$ cat src/rtl/reg_access_seq_pkg.sv
// ---------------------------------------------------------------------------
// cpu_pkg: shared definitions for the 8-bit datapath.
//   DATA_W / ADDR_W : operand width and register index width
//   opcode_e        : ALU operation encoding (ADD, SUB, AND, MOV)
//   seq_state_e     : register-access sequencer states
// ---------------------------------------------------------------------------
package cpu_pkg;

  localparam int DATA_W = 8;
  localparam int ADDR_W = 3;

  typedef enum logic [1:0] {
    ADD = 2'b00,
    SUB = 2'b01,
    AND = 2'b10,
    MOV = 2'b11
  } opcode_e;

  typedef enum logic [1:0] {
    IDLE  = 2'b00,
    READ  = 2'b01,
    EXEC  = 2'b10,
    WRITE = 2'b11
  } seq_state_e;

endpackage

$ cat src/rtl/reg_access_seq_if.sv
// ---------------------------------------------------------------------------
// reg_access_seq_if: bundles the instruction handshake, the register-file
// read/write ports and the sequencer status lines.
//   master : the sequencer (drives read addresses, write port, status)
//   slave  : decode stage + register file (drives instruction, read data)
// ---------------------------------------------------------------------------
interface reg_access_seq_if;
  import cpu_pkg::*;

  // Instruction handshake
  logic              instValid_i;
  logic              instReady_o;
  opcode_e           opcode_i;
  logic [ADDR_W-1:0] rd_i;
  logic [ADDR_W-1:0] rs1_i;
  logic [ADDR_W-1:0] rs2_i;

  // Register-file read ports
  logic [ADDR_W-1:0] sourceReg1_o;
  logic [ADDR_W-1:0] sourceReg2_o;
  logic [DATA_W-1:0] data1_i;
  logic [DATA_W-1:0] data2_i;

  // Register-file write port
  logic [ADDR_W-1:0] destReg_o;
  logic              writeFlag_o;
  logic [DATA_W-1:0] data_o;

  // Status
  logic              done_o;
  logic              carry_o;
  logic              busy_o;

  modport master (
    input  instValid_i, opcode_i, rd_i, rs1_i, rs2_i, data1_i, data2_i,
    output instReady_o, sourceReg1_o, sourceReg2_o, destReg_o, writeFlag_o,
           data_o, done_o, carry_o, busy_o
  );

  modport slave (
    output instValid_i, opcode_i, rd_i, rs1_i, rs2_i, data1_i, data2_i,
    input  instReady_o, sourceReg1_o, sourceReg2_o, destReg_o, writeFlag_o,
           data_o, done_o, carry_o, busy_o
  );

endinterface

$ cat src/rtl/reg_access_seq_alu8.sv
// ---------------------------------------------------------------------------
// alu8: combinational 8-bit ALU.
//   opcode : ADD / SUB / AND / MOV
//   op1    : first operand (the only one MOV uses)
//   op2    : second operand
//   result : op1 <op> op2, modulo 2^DATA_W
//   carry  : ADD carry-out, SUB borrow (op1 < op2), 0 otherwise
// ---------------------------------------------------------------------------
module alu8
  import cpu_pkg::*;
(
  input  opcode_e           opcode,
  input  logic [DATA_W-1:0] op1,
  input  logic [DATA_W-1:0] op2,
  output logic [DATA_W-1:0] result,
  output logic              carry
);

  logic [DATA_W:0] sum_s;
  logic [DATA_W:0] diff_s;

  // One extra bit on each side exposes carry-out and borrow in the MSB.
  assign sum_s  = {1'b0, op1} + {1'b0, op2};
  assign diff_s = {1'b0, op1} - {1'b0, op2};

  // Operation select
  always_comb begin
    result = {DATA_W{1'b0}};
    carry  = 1'b0;
    case (opcode)
      ADD: begin
        result = sum_s[DATA_W-1:0];
        carry  = sum_s[DATA_W];
      end
      SUB: begin
        result = diff_s[DATA_W-1:0];
        carry  = diff_s[DATA_W];
      end
      AND: begin
        result = op1 & op2;
        carry  = 1'b0;
      end
      MOV: begin
        result = op1;
        carry  = 1'b0;
      end
      default: begin
        result = {DATA_W{1'b0}};
        carry  = 1'b0;
      end
    endcase
  end

endmodule

$ cat src/rtl/reg_access_seq.sv
// ---------------------------------------------------------------------------
// reg_access_seq: register-file access sequencer.
// Accepts one ALU instruction per handshake, then walks
// IDLE -> READ -> EXEC -> WRITE -> IDLE, one cycle per state:
//   READ  : read addresses stable, operands captured at the end of the cycle
//   EXEC  : ALU result and carry registered at the end of the cycle
//   WRITE : writeFlag_o/done_o high for exactly this cycle
// Ports:
//   clk   : rising-edge clock
//   rst_n : asynchronous active-low reset; abandons any instruction
//   bus   : reg_access_seq_if.master (handshake, register-file ports, status)
// ---------------------------------------------------------------------------
module reg_access_seq
  import cpu_pkg::*;
(
  input  logic             clk,
  input  logic             rst_n,
  reg_access_seq_if.master bus
);

  seq_state_e        state_r;
  opcode_e           opcode_r;
  logic [ADDR_W-1:0] rd_r;
  logic [ADDR_W-1:0] src1_r;
  logic [ADDR_W-1:0] src2_r;
  logic [DATA_W-1:0] op1_r;
  logic [DATA_W-1:0] op2_r;
  logic [DATA_W-1:0] data_r;
  logic              write_r;
  logic              done_r;
  logic              carry_r;

  logic [DATA_W-1:0] alu_result_s;
  logic              alu_carry_s;

  alu8 u_alu8 (
    .opcode (opcode_r),
    .op1    (op1_r),
    .op2    (op2_r),
    .result (alu_result_s),
    .carry  (alu_carry_s)
  );

  // Sequencer FSM with all its registered outputs
  always_ff @(posedge clk or negedge rst_n) begin
    if (!rst_n) begin
      state_r  <= IDLE;
      opcode_r <= ADD;
      rd_r     <= {ADDR_W{1'b0}};
      src1_r   <= {ADDR_W{1'b0}};
      src2_r   <= {ADDR_W{1'b0}};
      op1_r    <= {DATA_W{1'b0}};
      op2_r    <= {DATA_W{1'b0}};
      data_r   <= {DATA_W{1'b0}};
      write_r  <= 1'b0;
      done_r   <= 1'b0;
      carry_r  <= 1'b0;
    end else begin
      case (state_r)
        IDLE: begin
          write_r <= 1'b0;
          done_r  <= 1'b0;
          // instReady_o is high in IDLE, so instValid_i alone completes the handshake
          if (bus.instValid_i) begin
            opcode_r <= bus.opcode_i;
            rd_r     <= bus.rd_i;
            src1_r   <= bus.rs1_i;
            src2_r   <= bus.rs2_i;
            state_r  <= READ;
          end else begin
            state_r  <= IDLE;
          end
        end
        READ: begin
          op1_r   <= bus.data1_i;
          op2_r   <= bus.data2_i;
          state_r <= EXEC;
        end
        EXEC: begin
          // Results and the write strobe all land on the edge entering WRITE
          data_r  <= alu_result_s;
          carry_r <= alu_carry_s;
          write_r <= 1'b1;
          done_r  <= 1'b1;
          state_r <= WRITE;
        end
        WRITE: begin
          write_r <= 1'b0;
          done_r  <= 1'b0;
          state_r <= IDLE;
        end
        default: begin
          write_r <= 1'b0;
          done_r  <= 1'b0;
          state_r <= IDLE;
        end
      endcase
    end
  end

  assign bus.instReady_o  = (state_r == IDLE);
  assign bus.busy_o       = (state_r != IDLE);
  assign bus.sourceReg1_o = src1_r;
  assign bus.sourceReg2_o = src2_r;
  assign bus.destReg_o    = rd_r;
  assign bus.writeFlag_o  = write_r;
  assign bus.data_o       = data_r;
  assign bus.done_o       = done_r;
  assign bus.carry_o      = carry_r;

endmodule

$ cat src/flat_wrapper.sv
// flat-port wrapper written by rule: the top's interface ports become plain ports
module reg_access_seq_flat import cpu_pkg::*;
  (clk, rst_n, bus_instValid_i, bus_opcode_i, bus_rd_i, bus_rs1_i, bus_rs2_i, bus_data1_i, bus_data2_i, bus_instReady_o, bus_sourceReg1_o, bus_sourceReg2_o, bus_destReg_o, bus_writeFlag_o, bus_data_o, bus_done_o, bus_carry_o, bus_busy_o);
  reg_access_seq_if bus_i ();
  input  logic clk;
  input  logic rst_n;
  input wire logic [$bits(bus_i.instValid_i)-1:0] bus_instValid_i;
  input wire logic [$bits(bus_i.opcode_i)-1:0] bus_opcode_i;
  input wire logic [$bits(bus_i.rd_i)-1:0] bus_rd_i;
  input wire logic [$bits(bus_i.rs1_i)-1:0] bus_rs1_i;
  input wire logic [$bits(bus_i.rs2_i)-1:0] bus_rs2_i;
  input wire logic [$bits(bus_i.data1_i)-1:0] bus_data1_i;
  input wire logic [$bits(bus_i.data2_i)-1:0] bus_data2_i;
  output wire logic [$bits(bus_i.instReady_o)-1:0] bus_instReady_o;
  output wire logic [$bits(bus_i.sourceReg1_o)-1:0] bus_sourceReg1_o;
  output wire logic [$bits(bus_i.sourceReg2_o)-1:0] bus_sourceReg2_o;
  output wire logic [$bits(bus_i.destReg_o)-1:0] bus_destReg_o;
  output wire logic [$bits(bus_i.writeFlag_o)-1:0] bus_writeFlag_o;
  output wire logic [$bits(bus_i.data_o)-1:0] bus_data_o;
  output wire logic [$bits(bus_i.done_o)-1:0] bus_done_o;
  output wire logic [$bits(bus_i.carry_o)-1:0] bus_carry_o;
  output wire logic [$bits(bus_i.busy_o)-1:0] bus_busy_o;
  assign bus_i.instValid_i = bus_instValid_i;
  assign bus_i.opcode_i = bus_opcode_i;
  assign bus_i.rd_i = bus_rd_i;
  assign bus_i.rs1_i = bus_rs1_i;
  assign bus_i.rs2_i = bus_rs2_i;
  assign bus_i.data1_i = bus_data1_i;
  assign bus_i.data2_i = bus_data2_i;
  assign bus_instReady_o = bus_i.instReady_o;
  assign bus_sourceReg1_o = bus_i.sourceReg1_o;
  assign bus_sourceReg2_o = bus_i.sourceReg2_o;
  assign bus_destReg_o = bus_i.destReg_o;
  assign bus_writeFlag_o = bus_i.writeFlag_o;
  assign bus_data_o = bus_i.data_o;
  assign bus_done_o = bus_i.done_o;
  assign bus_carry_o = bus_i.carry_o;
  assign bus_busy_o = bus_i.busy_o;
  reg_access_seq u_core (.clk(clk), .rst_n(rst_n), .bus(bus_i));
endmodule
$ cat config.mk
export PLATFORM = sky130hd
export DESIGN_NAME = reg_access_seq_flat
export DESIGN_NICKNAME = d
export VERILOG_FILES = /design/src/rtl/reg_access_seq_pkg.sv /design/src/rtl/reg_access_seq_if.sv /design/src/rtl/reg_access_seq_alu8.sv /design/src/rtl/reg_access_seq.sv /design/src/flat_wrapper.sv
export SDC_FILE = /design/constraint.sdc
export NUM_CORES = 1
export LEC_CHECK = 0
export ABC_AREA = 1
export CAP_MARGIN = 20
export CORE_UTILIZATION = 47
export CTS_CLUSTER_DIAMETER = 100
export DETAILED_ROUTE_END_ITERATION = 8
export PLACE_DENSITY = 0.77
export SLEW_MARGIN = 20
export SYNTH_ARGS = -nofsm -noshare
export SYNTH_HDL_FRONTEND = slang
export SYNTH_HIERARCHICAL = 1
export SYNTH_SLANG_ARGS = --single-unit
$ cat constraint.sdc
create_clock -name clk -period 1.9 [get_ports clk]
set_clock_uncertainty 0.2 [all_clocks]
set_input_delay 0.19 -clock clk [delete_from_list [all_inputs] [get_ports clk]]
set_output_delay 0.19 -clock clk [all_outputs]
set_load 0.02 [all_outputs]
==> metrics, run 1 <==
result of the run finished with violations; violated checks negative setup slack; CP Class register to register; Post-Syn Area per Cell 7.50 um^2; CP max stage cell fa_2; unrepaired setup endpoints after global routing yes; Global Route Usage Sum 23.8%; Fin. Hold Viols 0; 1st-iter DRT viols 192; Die H ~76 um; H-tree depth 2; largest net degree at the start of global routing 40; worst-margin pin slew 0.498 ns; most common cell in the netlist nand2_1; fillers 434; Synth area leaders dfrtp_1 (38%), nand2_1 (14%), ha_1 (10%), inv_1 (8.8%), o21ai_0 (6.2%); Post-synth ARST share 100%; DR pass1 iterations 4; setup slack, reg-to-reg -0.16 ns; main flop type after synthesis dfrtp_1; R2R Path Start u_core/op1_r[0]; Worst Hold Path Cells 3; Initial Utilization 49.9%; number of synthesized flops with an enable pin 0; post-synth top area cell dfrtp_1; Worst path max stage delay approximately 0.39 ns; die width approximately 76 um; count of state elements after synthesis 39; min-delay src bus_data1_i[7]; post-synthesis sequential area ratio 37.6%; cts bufs inserted 5; critical-path cell list buf_4, ha_4, inv_2, fa_2, buf_4, nor3_4, o21ai_1, nand2_1, o211ai_1, nand2_1, o21ai_0; Max Cap Viol 0; proportion of power drawn by combinational gates 71.8%; n_diodes 0; Power Total approximately 7.5 mW; number of global-route vias before repair 2,328; post-DP HPWL 4800 um; DRC 0; Nets ~480; count of input and output buffers 51; Root Buffer clkbuf_8; Hold Crit Class input pin to register; CTS max path bufs 2; Area Growth Syn to Fin 39.6%; Internal 3.88 mW; cell family with most CP delay adder cells; worst flop-to-flop path endpoint u_core/bus.data_o[4]; final WL roughly 6700 um; vias 2,485; Post-synth top cells nand2_1 (98), inv_1 (61), dfrtp_1 (39), o21ai_0 (32), nand3_1 (26); Top Ports 52; Core Area 5200 um^2; Clock Power Share under 10%; GP Congestion 0.994; LEAKAGE 1.77 nW; Max Transition Viols Final 0; Hold Path End u_core/op1_r[7]; Max Fclk 486 MHz; Syn Nets 399; WL/cell 13.6 um; WP buf/inv 3; CP endpoint kind register; post-synth top area share 37.6%; FF-to-FF path depth 11; Final setup viols 7; min setup slack post-route -0.156 ns; clock slew at reported path FFs around 0.080 ns; final worst-path cycle share 108%; FP Rows 26; Die ar. 5830 um^2; Net Sw Frac about 48%; crit path launch type register; total grt overflow 0; WP data arrival 2.04 ns; Worst-Skew Late Latency around 0.30 ns; WP data required 1.89 ns; sequential power share 20.7%; post-synth cell types 33; DR vias/cell 5.02; first-pass GRT wire length 10,900 um; warning count from the yosys run 6; setup TNS -0.516 ns; cells after synthesis 346; synthesized area approximately 2600 um^2; post-layout min period 2.06 ns; ANT nets after route 0; Max VDD drop 901 uV; Psw about 3.6 mW; Slew headroom between 60% and 70%; share of cells above drive strength 1 20.7%; PwrDens slightly above 2000 nW/um^2; initial antenna violation count 0; worst-path fanout max 3; CTS tree done; CTS Sinks 39
==> worst reg2reg max path: cells and delay by family, from the launching register on <==
kind            cells  cell delay (ns)
compound gates      3             0.26
flops               1             0.38
buf+inv             3             0.33
fa+ha+maj           2             0.52
simple gates        3             0.25
==> final cells by class <==
type,instances,area [um^2],area share (%)
multi-input combinational,227,1460,40.2
sequential,39,977,27.0
timing repair buffer,86,772,21.3
inverter,65,246,6.80
tap,70,87.6,2.42
clock buffer,6,72.6,2.00
clock inverter,2,12.5,0.345
==> logic make-up after synthesis <==
group	after synthesis	synth area share, %
buffers and inverters	80	14.1
and+or+nand+nor	149	24.2
adders and majority gates	23	11.7
DFF	39	37.6
xor gates and xnor gates	1	0.337
AOI/OAI and AO/OA	54	12.1
==> flip-flops by register name (all words and copies together) (netlist names) <==
signal and count:
u_core/bus.destReg_o 3, u_core/op1_r 8, u_core/bus.sourceReg2_o 3, u_core/bus.data_o 8, u_core/opcode_r 2, u_core/bus.done_o 1, u_core/op2_r 8, u_core/state_r 2
u_core/bus.carry_o 1, u_core/bus.sourceReg1_o 3
==> timing repair <==
item,4_1_cts,5_1_grt
resized for setup,21,25
hold buffers,1,0
pin swaps,3,4
hold endpoints to repair,39,0
setup buffers,0,3
setup endpoints to repair,10,8
==> stage by stage <==
stage / std cells / worst slack (ns) / utilization [%] / area [um^2] / hold WS [ns]
final: 495 / -0.156 / 69.6 / 3620 / 0.236
after global placement: 483 / -0.0905 / 63.6 / 3310 / 0.0722
after floorplan: 346 / -0.00729 / - / 2600 / -0.306
after detailed placement: 483 / -0.132 / 63.6 / 3310 / 0.0747
after global routing: 495 / -0.232 / 69.6 / 3620 / 0.248
after CTS: 492 / -0.0823 / 67.3 / 3500 / 0.234
==> power groups by stage <==
stage / registers (mW) / clock network (mW) / logic [mW]
6_report: 1.55 / 0.558 / 5.37
2_1_floorplan: 1.72 / 0 / 2.80
3_3_place_gp: 1.50 / 0 / 4.45
3_5_place_dp: 1.51 / 0 / 4.54
5_1_grt: 1.61 / 0.602 / 5.90
4_1_cts: 1.53 / 0.568 / 4.84
==> placed cells by master, fill, tap and decap left out, drive strengths merged, types with 2 or more instances in the layout <==
cell type and n:
o21ai 35, nand4 3, buf 35, nor2 13
clkdlybuf4s50 48, ha 21, dfrtp 39, inv 65
nand3b 2, clkbuf 6, nand3 26, nor3 2
fa 2, a21oi 12, nand2 101, dlygate4sd2 2
==> worst max path at each step <==
stage / start / to / slack [ns] / depth (start not counted)
2_1_floorplan: u_core/op1_r[0] / u_core/bus.data_o[6] / -0.007 / 13
3_3_place_gp: u_core/op1_r[0] / u_core/bus.data_o[6] / -0.09 / 13
3_5_place_dp: u_core/op1_r[0] / u_core/bus.data_o[6] / -0.13 / 13
4_1_cts: u_core/op2_r[0] / u_core/bus.data_o[6] / -0.08 / 12
5_1_grt: u_core/op1_r[0] / u_core/bus.data_o[4] / -0.23 / 11
6_report: u_core/op1_r[0] / u_core/bus.data_o[4] / -0.16 / 11
==> per-layer routing <==
layer	vias to the layer above	wire, um	GRT usage [%]	share of wire, %
met1	1140	3060	33.3	45
met5	-	0	0	0
met2	102	3120	37.3	46
met3	15	411	4.07	6.1
li1	1228	-	-	-
met4	0	140	8.08	2.1
Power figures use the tool's default switching activity.
==> inputs of run 2 (changes only) <==
--- a/config.mk
+++ b/config.mk
@@ -10,6 +10,7 @@
 export CORE_UTILIZATION = 47
 export CTS_CLUSTER_DIAMETER = 100
 export DETAILED_ROUTE_END_ITERATION = 8
+export GPL_TIMING_DRIVEN = 0
 export PLACE_DENSITY = 0.77
 export SLEW_MARGIN = 20
 export SYNTH_ARGS = -nofsm -noshare
==> run 2 against run 1 <==
The flow still finishes with violations (negative setup slack). Power is 1.2% lower. Die area stayed put. Via count is 0.28% higher. Sequential share of layout area is 0.084 points lower. Maximum frequency is 1.2% lower. Clock power is 1% lower. Design area is 0.31% higher. Critical path depth stayed put. Setup slack worse by 0.025 ns. Routed wire length is 2.3% lower. Cell count is 0.81% higher. Combinational power is 0.9% lower. Critical path type unchanged.
==> metrics, run 2 (synthesized netlist as in run 1, its figures left out) <==
FP Rows 26; GP Congestion approximately 0.9; commonest non-fill, non-tap cell in the layout nand2_1; CP Class register to register; min setup slack post-route -0.181 ns; crit-path most repeated cell inv_2; CTS Sinks 39; largest net degree at the start of global routing 34; critical-path cell list inv_2, ha_4, fa_2, inv_2, nand2_4, a21oi_4, or2_0, nand3_1, o211ai_1, nand2_1, o21ai_1; Worst path max stage delay 0.39 ns; Max Fclk 481 MHz; n_diodes 0; die width about 76 um; WL/cell 13.2 um; CP endpoint kind register; Die ar. 5830 um^2; Worst-Skew Late Latency between 0.2 and 0.3 ns; Global Route Usage Sum 23.6%; CTS tree done; worst-margin pin slew between 0.5 and 0.6 ns; final worst-path cycle share 110%; WP buf/inv 2; LEAKAGE 1.81 nW; crit path launch type register; FF-to-FF path depth 11; Top Ports 52; Fin. Hold Viols 0; setup slack, reg-to-reg -0.18 ns; Setup Slack @ Placement -0.236 ns; Root Buffer clkbuf_8; CP max stage cell dfrtp_1; ANT nets after route 0; violated checks negative setup slack; share of cells above drive strength 1 about a fifth; post-layout min period about 2.1 ns; worst-path fanout max 4; Slew headroom 65.4%; result of the run finished with violations; commonest non-fill, non-tap cells in the layout nand2_1 (91), inv_1 (56), clkdlybuf4s50_1 (48); worst flop-to-flop path endpoint u_core/bus.data_o[4]; R2R Path Start u_core/op1_r[0]; total grt overflow 0; count of input and output buffers 51; Critical Path Stages 11; cell family with most CP delay adder cells; Core Area 5200 um^2; DRC 0; initial antenna violation count 0; PwrDens ~2000 nW/um^2; first-pass GRT wire length 11,000 um; vias 2,492; Initial Utilization 49.9%; Hold Slack ~0.08 ns; unrepaired setup endpoints after global routing yes; Die H 76.3 um; Final setup viols 7; setup TNS -0.593 ns; 1st-iter DRT viols 123; Util after Layout 69.8%; CTS max path bufs 2; clock slew at reported path FFs 0.07 ns; Max Cap Viol 0; Max VDD drop 1070 uV; Area Growth Syn to Fin 40.0%; Nets slightly below 500; cts bufs inserted 5; DR vias/cell between 4 and 5; Hold Crit Class input pin to asynchronous set/reset pin; post-DP HPWL 4660 um; number of global-route vias before repair 2,408; Power Total about 7.4 mW; DR pass1 iterations 4; WP data required 1.91 ns; H-tree depth 2; final WL around 6600 um; Max Transition Viols Final 0; WP data arrival 2.09 ns
[run 2: cell types whose count changed in the layout (fill, tap and decap cells not counted), sizes merged]
| cell | change |
|---|---|
| buf | +4 |
| clkdlybuf4s15 | +1 |
| dlygate4sd2 | -1 |
| clkinvlp | -1 |
| clkbuf | +1 |
[run 2: how the worst max path moves through the flow]
stage                    start                    to  slack [ns]
5_1_grt        u_core/op1_r[0]  u_core/bus.data_o[6]       -0.28
6_report       u_core/op1_r[0]  u_core/bus.data_o[4]       -0.18
3_3_place_gp             rst_n  u_core/bus.data_o[5]       -0.48
3_5_place_dp   u_core/op1_r[0]  u_core/bus.data_o[6]       -0.24
2_1_floorplan  u_core/op1_r[0]  u_core/bus.data_o[6]      -0.007
4_1_cts        u_core/op1_r[0]  u_core/bus.data_o[4]       -0.17
[run 2: layout make-up]
type | count | area, um^2
tap | 70 | 87.6
inverter | 65 | 246
fill | 446 | 1570
clock inverter | 1 | 5.00
buffer | 15 | 133
sequential | 39 | 977
timing repair buffer | 76 | 708
multi-input combinational | 227 | 1400
clock buffer | 6 | 82.6
[run 2: repair_timing]
action | CTS | global route
gates resized for setup | 23 | 23
setup endpoints to repair | 10 | 9
pin swaps | 10 | 21
endpoints found under the hold margin | 39 | 0
hold buffers | 1 | 0
setup buffers | 11 | 12
[run 2: metrics by stage]
| stage | area (um^2) | instances |
|---|---|---|
| after CTS | 3450 | 487 |
| after global placement | 3200 | 467 |
| after detailed placement | 3210 | 468 |
| after global routing | 3630 | 499 |
| after floorplan | 2600 | 346 |
| final | 3630 | 499 |
[run 2: where the power goes]
group	switching, mW	internal [mW]	leakage [nW]
Combinational	2.96	2.36	1.28
Sequential	0.280	1.24	0.482
Clock	0.266	0.285	0.0470
Total	3.50	3.89	1.81
[run 2: routing by layer]
layer	vias to the layer above	global-route usage (%)	share of wire, %
met2	66	36.9	47
met3	21	3.47	3.7
met5	-	0	0
met1	1159	32.3	46
met4	0	10.6	3.5
li1	1246	-	-
[run 2: worst register-to-register path, delay by kind of cell, from the launching register on]
| kind | cells | cell delay [ns] |
|---|---|---|
| buffers and inverters | 2 | 0.15 |
| and+or+nand+nor | 4 | 0.35 |
| AOI/OAI and AO/OA | 3 | 0.40 |
| adders and majority gates | 2 | 0.54 |
| DFF | 1 | 0.39 |
==> inputs of run 3 (changes only) <==
--- a/config.mk
+++ b/config.mk
@@ -7,13 +7,13 @@
 export LEC_CHECK = 0
 export ABC_AREA = 1
 export CAP_MARGIN = 20
-export CORE_UTILIZATION = 47
+export CORE_UTILIZATION = 46
 export CTS_CLUSTER_DIAMETER = 100
 export DETAILED_ROUTE_END_ITERATION = 8
 export GPL_TIMING_DRIVEN = 0
-export PLACE_DENSITY = 0.77
+export PLACE_DENSITY = 0.76
+export RECOVER_POWER = 50
 export SLEW_MARGIN = 20
 export SYNTH_ARGS = -nofsm -noshare
 export SYNTH_HDL_FRONTEND = slang
-export SYNTH_HIERARCHICAL = 1
 export SYNTH_SLANG_ARGS = --single-unit
==> run 3 against run 2 <==
The run still ends with negative setup slack left. Power down 1.4%. Setup slack better by 0.089 ns. Worst hold slack gained 0.17 ns. Global-route usage grew 0.35 points. First-iteration DRC count is 7.3% higher. Design area shrank 5.3%. Cell count is 12% lower. Largest cell class unchanged.
==> metrics, run 3 <==
post-synth top area cell dfrtp_1; CTS tree done; CP Class register to register; number of global-route vias before repair 2,231; Area Growth Syn to Fin 44.0%; Fin. Hold Viols 0; post-layout min period 1.99 ns; Max Cap Viol 0; CTS max path bufs 2; final instance area around 3400 um^2; Die ar. 5490 um^2; PwrDens roughly 2100 nW/um^2; final WL roughly 6600 um; worst-margin pin slew ~0.95 ns; Syn Nets roughly 350; FF-to-FF path depth 14; commonest non-fill, non-tap cells in the layout nand2_1 (69), clkdlybuf4s50_1 (48), dfrtp_1 (38); Worst-Skew Late Latency ~0.3 ns; Top Ports 52; DR vias/cell 5.10; clock slew at reported path FFs 0.09 ns; post-synthesis sequential area ratio 40.8%; Nets approximately 420; Root Buffer clkbuf_8; post-synth top area share about two fifths; Setup Slack @ Placement -0.213 ns; initial antenna violation count 0; Final setup viols 4; Die H ~74 um; Post-Syn Area per Cell 8.08 um^2; count of input and output buffers around 50; Hold Path End u_core.op1_r[2]; Post-synth top cells nand2_1 (81), dfrtp_1 (39), inv_1 (37), ha_1 (20), o21ai_0 (20); FP Rows 25; worst-path fanout max 2; worst flop-to-flop path endpoint u_core.bus.carry_o; WP data arrival between 1.5 and 2 ns; share of cells above drive strength 1 25.5%; most common cell in the netlist nand2_1; Worst Hold Path Cells 3; Max Transition Viols Final 0; CP endpoint kind register; Hold Crit Class input pin to register; violated checks negative setup slack; vias 2,241; final worst-path cycle share 105%; result of the run finished with violations; ANT nets after route 0; commonest non-fill, non-tap cell in the layout nand2_1; crit path launch type register; WL/cell 15.0 um; cts bufs inserted 5; largest net degree at the start of global routing 23; GP Congestion just under 0.9; Core Area 4850 um^2; setup slack, reg-to-reg -0.09 ns; DP Area 3010 um^2; Slew headroom 36.8%; Post-synth ARST share 100%; min setup slack post-route -0.0918 ns; fillers 393; DRC 0; DR pass1 iterations 4; CTS Sinks 39; warning count from the yosys run 0; WP data required 1.89 ns; first-pass GRT wire length 9990 um; die width 74.1 um; synthesized area 2390 um^2; 1st-iter DRT viols 132; total grt overflow 0; Max VDD drop 1500 uV; post-DP HPWL 4550 um; number of synthesized flops with an enable pin 0; R2R Path Start u_core.op2_r[0]; unrepaired setup endpoints after global routing yes; cells after synthesis 296; Initial Utilization 49.3%; Synth area leaders dfrtp_1 (41%), nand2_1 (13%), ha_1 (10%), mux2_2 (6.6%), inv_1 (5.8%); H-tree depth 2; main flop type after synthesis dfrtp_1; post-synth cell types 26; Hold Slack 0.244 ns; count of state elements after synthesis 39; LEAKAGE between 1.5 and 2 nW; Global Route Usage Sum 23.9%; Max Fclk 502 MHz; n_diodes 0; min-delay src bus_data1_i[2]; setup TNS -0.275 ns
## run 3: cell types whose count changed after synthesis, moves of 5 or more
cell | previous run | this run
inv_1 | 61 | 37
nand2_1 | 98 | 81
nor2_1 | 10 | 19
mux2_2 | 0 | 14
nand3_1 | 26 | 19
o21ai_0 | 32 | 20
buf_6 | 5 | 0
## run 3: worst max path at each step
stage | slack (ns) | start | end
after detailed placement | -0.21 | u_core.op1_r[0] | u_core.bus.carry_o
after floorplan | 0.008 | u_core.op2_r[0] | u_core.bus.carry_o
after global placement | -0.54 | rst_n | u_core.opcode_r[1]
after global routing | -0.22 | u_core.op2_r[0] | u_core.bus.carry_o
after CTS | -0.10 | u_core.op2_r[0] | u_core.bus.carry_o
final | -0.09 | u_core.op2_r[0] | u_core.bus.carry_o
## run 3: what timing repair did
item,4_1_cts,5_1_grt
resized for setup,18,49
setup endpoints to repair,7,7
pin swaps,7,23
hold buffers,1,0
buffers inserted,5,10
hold endpoints to repair,39,0
## run 3: cell type report
| class | instances | area [um^2] | share of cell area [%] |
|---|---|---|---|
| Buffer | 7 | 42.5 | 1.24 |
| Clock buffer | 5 | 68.8 | 2.00 |
| Clock inverter | 3 | 23.8 | 0.691 |
| Inverter | 44 | 175 | 5.09 |
| Multi-Input combinational cell | 206 | 1430 | 41.5 |
| Sequential cell | 39 | 977 | 28.4 |
| Tap cell | 67 | 83.8 | 2.44 |
| Timing Repair Buffer | 68 | 643 | 18.7 |
## run 3: kinds of logic (layout without fill, tap and decap cells)
family	after synthesis	after routing	synth area share [%]
compound gates	41	41	9.52
xor+xnor	2	2	0.733
fa+ha+maj	22	22	12.1
buf+inv	51	127	8.37
flops	39	39	40.8
mux	14	14	6.59
simple gates	127	127	21.8
## run 3: critical path, stage by stage (launching register included)
cell and delay, ns:
dfrtp_1 0.44, ha_4 0.18, fa_2 0.35, inv_2 0.06, nand2_2 0.05, nand2_2 0.07
nand3_2 0.07, nand2_2 0.07, nand2_2 0.06, nand2_1 0.06, nand2_1 0.04, nand2_1 0.06
nand2_1 0.05, nand2_1 0.05, nand2_1 0.05
## run 3: through the flow
stage / power [mW] / cells / utilization, %
after detailed placement: 5.54 / 415 / 62.1
after global placement: 5.45 / 414 / 61.6
after CTS: 6.35 / 429 / 66.0
after global routing: 7.92 / 439 / 71.0
final: 7.29 / 439 / 71.0
after floorplan: 4.26 / 296 / -
## run 3: metal layers
metal	wire length (um)	GRT usage [%]	vias to the layer above	share of wire [%]
li1	-	-	1100	-
met1	2700	29.9	1050	41
met2	3390	42.3	77	52
met3	352	4.47	14	5.4
met4	139	6.41	0	2.1
met5	0	0	-	0
## run 3: power breakdown
| part | total, mW | switching (mW) | internal [mW] |
|---|---|---|---|
| Sequential | 1.59 | 0.339 | 1.26 |
| Combinational | 5.11 | 2.87 | 2.23 |
| Clock | 0.591 | 0.328 | 0.263 |
| Total | 7.29 | 3.54 | 3.75 |
==> variant 1, RTL diff (settings of run 2) <==
`ADDR_W`: 3 -> 2.
--- a/src/rtl/reg_access_seq_pkg.sv
+++ b/src/rtl/reg_access_seq_pkg.sv
@@ -7,7 +7,7 @@
 package cpu_pkg;
 
   localparam int DATA_W = 8;
-  localparam int ADDR_W = 3;
+  localparam int ADDR_W = 2;
 
   typedef enum logic [1:0] {
     ADD = 2'b00,
Ports: changed (6 resized); port bits go from 52 to 46. No check against the original RTL was run, so the function may have changed too.
==> variant 1 against run 2 <==
Sequential power is 7% lower. Fmax is 1.5% higher. Power is 4.1% lower. Final area is 4.4% lower. Worst hold slack worse by 0.025 ns. Routed wire length is 5.8% lower. Count of clock-buffer cells in the layout stayed put. Global-route usage is 0.65 points lower. Sequential cell count is 3 lower. Non-clock buffer count is 6 lower. The flow still finishes with violations (setup timing). Setup slack better by 0.030 ns. Area after synthesis is 4.4% lower.
==> variant 1: results (changes against run 2) <==
Outcome:
- The run finished, with violations left.
- The final reports fail on setup timing.

Detailed routing:
- The average routed wire per standard cell came to 12.89 µm (-2.3%).
- The DRC violation total after the first TritonRoute iteration is 134 (+8.9%).
- The detailed-route via count is 2373 (-4.8%).
- The first-pass iteration count of the detailed router was 5 (+1).

Critical path:
- The worst endpoint data arrival time was 2.06 ns (-0.03 ns).
- The largest fanout on the critical path came to 4 (unchanged).
- The origin of the worst setup path is u_core/op1_r[0]$_DFFE_PN0N_.
- The largest individual stage delay along the critical path comes from the cell dfrtp_1.
- The longest individual stage delay on the worst path is around 0.38 ns.
- The cell depth of the worst flop-to-flop path is 11 (unchanged).

STA:
- The setup TNS was -0.5251 ns (+0.06750 ns).
- The worst slew slack as a fraction of its limit is 68.89% (+3.5 points).
- The count of final setup violators came to 7 (unchanged).
- The post-route worst setup slack was -0.1508 ns (+0.03018 ns).

CTS:
- Clock tree synthesis selected as its root buffer the cell clkbuf_8.
- The clock latency at the later pin of the worst-skew pair is 0.28 ns (about the same).
- The maximum buffer depth of the clock tree is 2 (unchanged).
- The number of buffers created by CTS is 5 (unchanged).
- The number of H-tree branching levels is 2 (unchanged).
- The clock-pin slew reported for the worst setup and hold paths after clock tree synthesis came to 0.07 ns (about the same).

GRT:
- The largest net degree at the start of global routing was 33 (-2.9%).
- The initial antenna violation count is 0 (unchanged).
- The overall routing resource usage was 22.93% (-0.65 points).
- The wire length of the first global-routing pass came to 9.680 mm (-12%).
- The number of global-route vias before repair came to 2164 (-10%).

Synth:
- By area the synthesized netlist is led by dfrtp_1 36%, nand2_1 14%, ha_1 11%, inv_1 9.2%, o21ai_0 6.9%.
- The post-synthesis net count is 383 (-4.0%).
- The share of flip-flops with an asynchronous set or reset after synthesis is 100.0% (unchanged).
- The number of different library cells in the post-synthesis netlist is 33 (unchanged).
- The synthesis warning total is 6 (unchanged).
- The sequential cell area fraction in the yosys report is 36.31% (-1.3 points).
- By count the netlist is led by 92 x nand2_1, 61 x inv_1, 36 x dfrtp_1.

Cells and area:
- The post-layout net count was 461 (-4.4%).
- The share of post-route cells with drive strength above 1 is 22.87% (+2.1 points).
- The count of inserted antenna diode cells is 0 (unchanged).

Power and ir drop:
- The internal power is 0.003688 W (-5.1%).
- The static leakage is 1.720 nW (-4.8%).
- The worst supply voltage drop on vdd is 1034 µV (-3.2%).

Placement:
- The minimum setup slack after placement was -0.2248 ns (+0.01109 ns).
- The number of port buffers is 44 (-14%).
- The weighted congestion reported at the end of routability-driven placement is 0.9193 (+3.4%).
- The post-DP HPWL is 4.239 mm (-9.0%).

Min path:
- In this run the worst hold path is classified as in2async.
## variant 1: cell types whose count changed in the layout (fill, tap and decap cells not counted), sizes merged
cell and delta:
nand2 -6, nand3 -3, clkdlybuf4s50 -7, dlygate4sd3 +1
dfrtp -3
## variant 1: final timing paths
kind	endpoint	slack, ns
max in group asynchronous	u_core/op2_r[0]$_DFFE_PN0N_	1.05
min in group clk	u_core/bus.destReg_o[0]$_DFFE_PN0P_	0.26
max reg2reg	u_core/bus.data_o[4]$_DFFE_PN0N_	-0.15
min reg2reg	u_core/bus.destReg_o[0]$_DFFE_PN0P_	0.27
max	u_core/bus.data_o[4]$_DFFE_PN0N_	-0.15
min	u_core/bus.data_o[3]$_DFFE_PN0N_	0.05
## variant 1: cell families after synthesis
kind of cell / share of synthesized area, %
and+or+nand+nor: 23.85
buffers and inverters: 14.62
AOI/OAI and AO/OA: 12.66
DFF: 36.31
adders and majority gates: 12.20
xor gates and xnor gates: 0.3531
## variant 1: worst max-delay path: cells and delay by family (launching register included)
family / cells / cell delay, ns
simple gates: 4 / 0.33
fa+ha+maj: 2 / 0.54
compound gates: 3 / 0.37
buf+inv: 2 / 0.16
flops: 1 / 0.38
## variant 1: metrics by stage
stage               cells  instance area [µm²]
floorplan             333                 2486
global placement      447                 3014
detailed placement    448                 3029
CTS                   467                 3239
global route          481                 3475
finish                481                 3475
## variant 1: layer usage
layer  wire length [µm]  GRT usage [%]  vias up
met5                  0              0        -
met3                272          4.284       10
met4                119          8.805        0
met1               2800          31.79     1095
met2               3007          35.74       81
li1                   -              -     1187
## variant 1: layout make-up
type	instances	area, µm²
Buffer	13	116.4
Clock buffer	6	72.57
Clock inverter	1	5.005
Fill cell	428	1633
Inverter	65	246.5
Multi-Input combinational cell	218	1378
Sequential cell	36	903.4
Tap cell	70	87.58
Timing Repair Buffer	72	665.6
## variant 1: power by group through the flow
| stage | Combinational [W] | Clock [W] | Sequential [W] |
|---|---|---|---|
| after floorplan | 0.00275 | 0 | 0.00158 |
| after global placement | 0.00392 | 0 | 0.00143 |
| after detailed placement | 0.00404 | 0 | 0.00145 |
| after CTS | 0.00439 | 0.000515 | 0.00141 |
| after global routing | 0.00573 | 0.000550 | 0.00147 |
| final | 0.00517 | 0.000497 | 0.00142 |
## variant 1: what timing repair did
item                                    CTS  global route
pin swaps                                 7            11
endpoints found under the setup margin   10             9
hold endpoints to repair                 45             0
hold buffers                              2             0
buffers inserted                         10            15
gates resized for setup                  12            39
==> variant 2, RTL diff (settings of run 2) <==
Made on the original files. Reset style: synchronous (`rst_n`), changed in one clocked block. Comments in the files are not updated.
--- a/src/rtl/reg_access_seq.sv
+++ b/src/rtl/reg_access_seq.sv
@@ -42,7 +42,7 @@
   );
 
   // Sequencer FSM with all its registered outputs
-  always_ff @(posedge clk or negedge rst_n) begin
+  always_ff @(posedge clk) begin
     if (!rst_n) begin
       state_r  <= IDLE;
       opcode_r <= ADD;
Check against the original RTL: differs if rst_n is asserted again (counterexample within 4 cycles, from zero or initial values and one cycle with rst_n low); with rst_n held inactive, the same outputs for 10 cycles.
==> variant 2 against run 2 <==
Largest power group unchanged. Sequential cell count did not move. Critical path depth rose by 2. Final area fell by 5.9%. Area after synthesis fell by 2.3%. First-iteration DRC count rose by 63%. The run still ends with setup timing left. Die area fell by 2.3%. Power fell by 36%. Fmax rose by 3.6%. Routed wire length fell by 6.6%. Setup slack improved by 0.073 ns. Count of clock-buffer cells in the layout rose by 1. Synthesized cell count rose by 8.4%.
==> variant 2: results (changes against run 2) <==
Outcome:
- The run finished, with violations left.
- The final reports fail on setup timing.

Cells and area:
- The filler-free cell count of the finished design is 512 (+2.6%).
- The share of post-route cells with drive strength above 1 is 19.23% (-1.5 points).
- The post-layout net count is 494 (+2.5%).

GRT:
- The largest net degree at the start of global routing is 12 (-65%).
- The overall routing resource usage is 23.49% (-0.083 points).
- The fraction of met2 tracks used by global routing was 41.47% (+4.5 points).
- The number of global-route vias before repair was 2337 (-2.9%).
- The met1 track demand over resource in global routing came to 27.32% (-5.0 points).
- The met3 demand-to-capacity share in global routing came to 4.894% (+1.4 points).

Detailed routing:
- The average routed wire per standard cell came to 12.00 µm (-9.0%).
- The DRC violation total after the first TritonRoute iteration is 201 (+63%).

Synth:
- The compound-cell area share of the yosys netlist is 12.38% (+0.29 points).
- The multiplexer share of the synthesized area is 0% (unchanged).
- The sequential cell area fraction in the yosys report is 30.78% (-6.8 points).
- The number of different library cells in the post-synthesis netlist is 35 (+6.1%).
- The gate count after technology mapping is 375 (+8.4%).
- The synthesized-area fraction occupied by adder cells was 11.94% (+0.28 points).
- By area the synthesized netlist is led by dfxtp_1 31%, nor2_1 12%, nand2_1 11%, ha_1 10%, inv_1 7.0%.
- The XOR/XNOR share of the synthesized area is 0.3453% (+0.0080 points).

Min path:
- The class of the tightest hold or removal check is in2reg.

Placement:
- The post-DP HPWL is 4.576 mm (-1.7%).
- The post-detailed-placement cell area was 3141 µm² (-2.3%).
- The number of port buffers is 50 (-2.0%).
- The weighted congestion reported at the end of routability-driven placement is 0.8675 (-2.4%).

Power and ir drop:
- The worst supply voltage drop on vdd was 917.2 µV (-14%).
- The combinational share of power is 61.7% (-10 points).
- The internal power is 0.002612 W (-33%).

Critical path:
- The longest individual stage delay on the worst path was 0.35 ns (-0.04 ns).
- The worst endpoint data arrival time was 2.00 ns (-0.09 ns).
- The largest individual stage delay along the critical path comes from the cell dfxtp_2.

STA:
- The count of final setup violators is 3 (-4).
- The post-route worst setup slack came to -0.1080 ns (+0.07298 ns).
- The worst slew slack as a fraction of its limit is 66.20% (+0.84 points).
==> variant 2: per-stage QoR <==
step	setup TNS [ns]	util [%]	worst slack (ns)	total power [W]
after floorplan	0	-	0.02231	0.003107
after global placement	-0.3619	61.10	-0.1546	0.003787
after detailed placement	-0.5739	61.10	-0.1677	0.003864
after CTS	-0.1876	64.14	-0.1093	0.004502
after global routing	-0.8996	66.55	-0.2235	0.005146
final	-0.2289	66.55	-0.1080	0.004755
==> variant 2: path summary, 6_finish.rpt <==
| check | start | to | slack, ns | depth (start not counted) |
|---|---|---|---|---|
| max | u_core/op1_r[0]$_SDFFE_PN0N_ | u_core/bus.data_o[6]$_SDFFE_PN0N_ | -0.11 | 13 |
| max reg2reg | u_core/op1_r[0]$_SDFFE_PN0N_ | u_core/bus.data_o[6]$_SDFFE_PN0N_ | -0.11 | 13 |
| min | rst_n | u_core/bus.sourceReg2_o[0]$_SDFFE_PN0P_ | 0.02 | 3 |
| min reg2reg | u_core/bus.data_o[4]$_SDFFE_PN0N_ | u_core/bus.data_o[4]$_SDFFE_PN0N_ | 0.31 | 2 |
==> variant 2: worst reg2reg max path, cell delays in order, from the launching register on <==
cell and delay, ns:
dfxtp_2 0.35, inv_2 0.05, ha_4 0.15, fa_2 0.35, inv_2 0.08, nand2_4 0.06
a21oi_4 0.16, nand2_1 0.09, nand2_1 0.06, nand2_1 0.04, nand3_1 0.06, nand3b_1 0.08
nor2_1 0.12, nor2_1 0.05
==> variant 2: timing repair <==
item,4_1_cts,5_1_grt
endpoints found under the hold margin,5,0
hold buffers,1,0
pin swaps,8,4
setup buffers,5,3
setup endpoints to repair,8,7
resized for setup,13,29
==> variant 2: layer usage <==
layer,routed length [µm],vias to the layer above
met3,340,15
li1,-,1298
met4,184,0
met2,3005,74
met1,2612,1145
met5,0,-
==> variant 2: logic make-up after synthesis <==
| group | after synthesis |
|---|---|
| buf+inv | 70 |
| simple gates | 188 |
| compound gates | 54 |
| xor+xnor | 1 |
| flops | 39 |
| fa+ha+maj | 23 |
==> variant 2: layout make-up <==
cell class / instances / area [µm²] / share of cell area, %
timing repair buffer: 59 / 568.0 / 16.61
multi-input combinational: 266 / 1511 / 44.18
tap: 70 / 87.58 / 2.560
clock inverter: 1 / 5.005 / 0.1463
sequential: 39 / 800.8 / 23.41
clock buffer: 7 / 76.32 / 2.231
buffer: 17 / 162.7 / 4.755
inverter: 53 / 209.0 / 6.108
==> variant 2: power groups by stage <==
stage	Clock, W	Sequential [W]	Combinational (W)
2_1_floorplan	0	0.00135	0.00176
3_3_place_gp	0	0.00125	0.00254
3_5_place_dp	0	0.00126	0.00261
4_1_cts	0.000560	0.00125	0.00269
5_1_grt	0.000592	0.00130	0.00325
6_report	0.000551	0.00127	0.00293
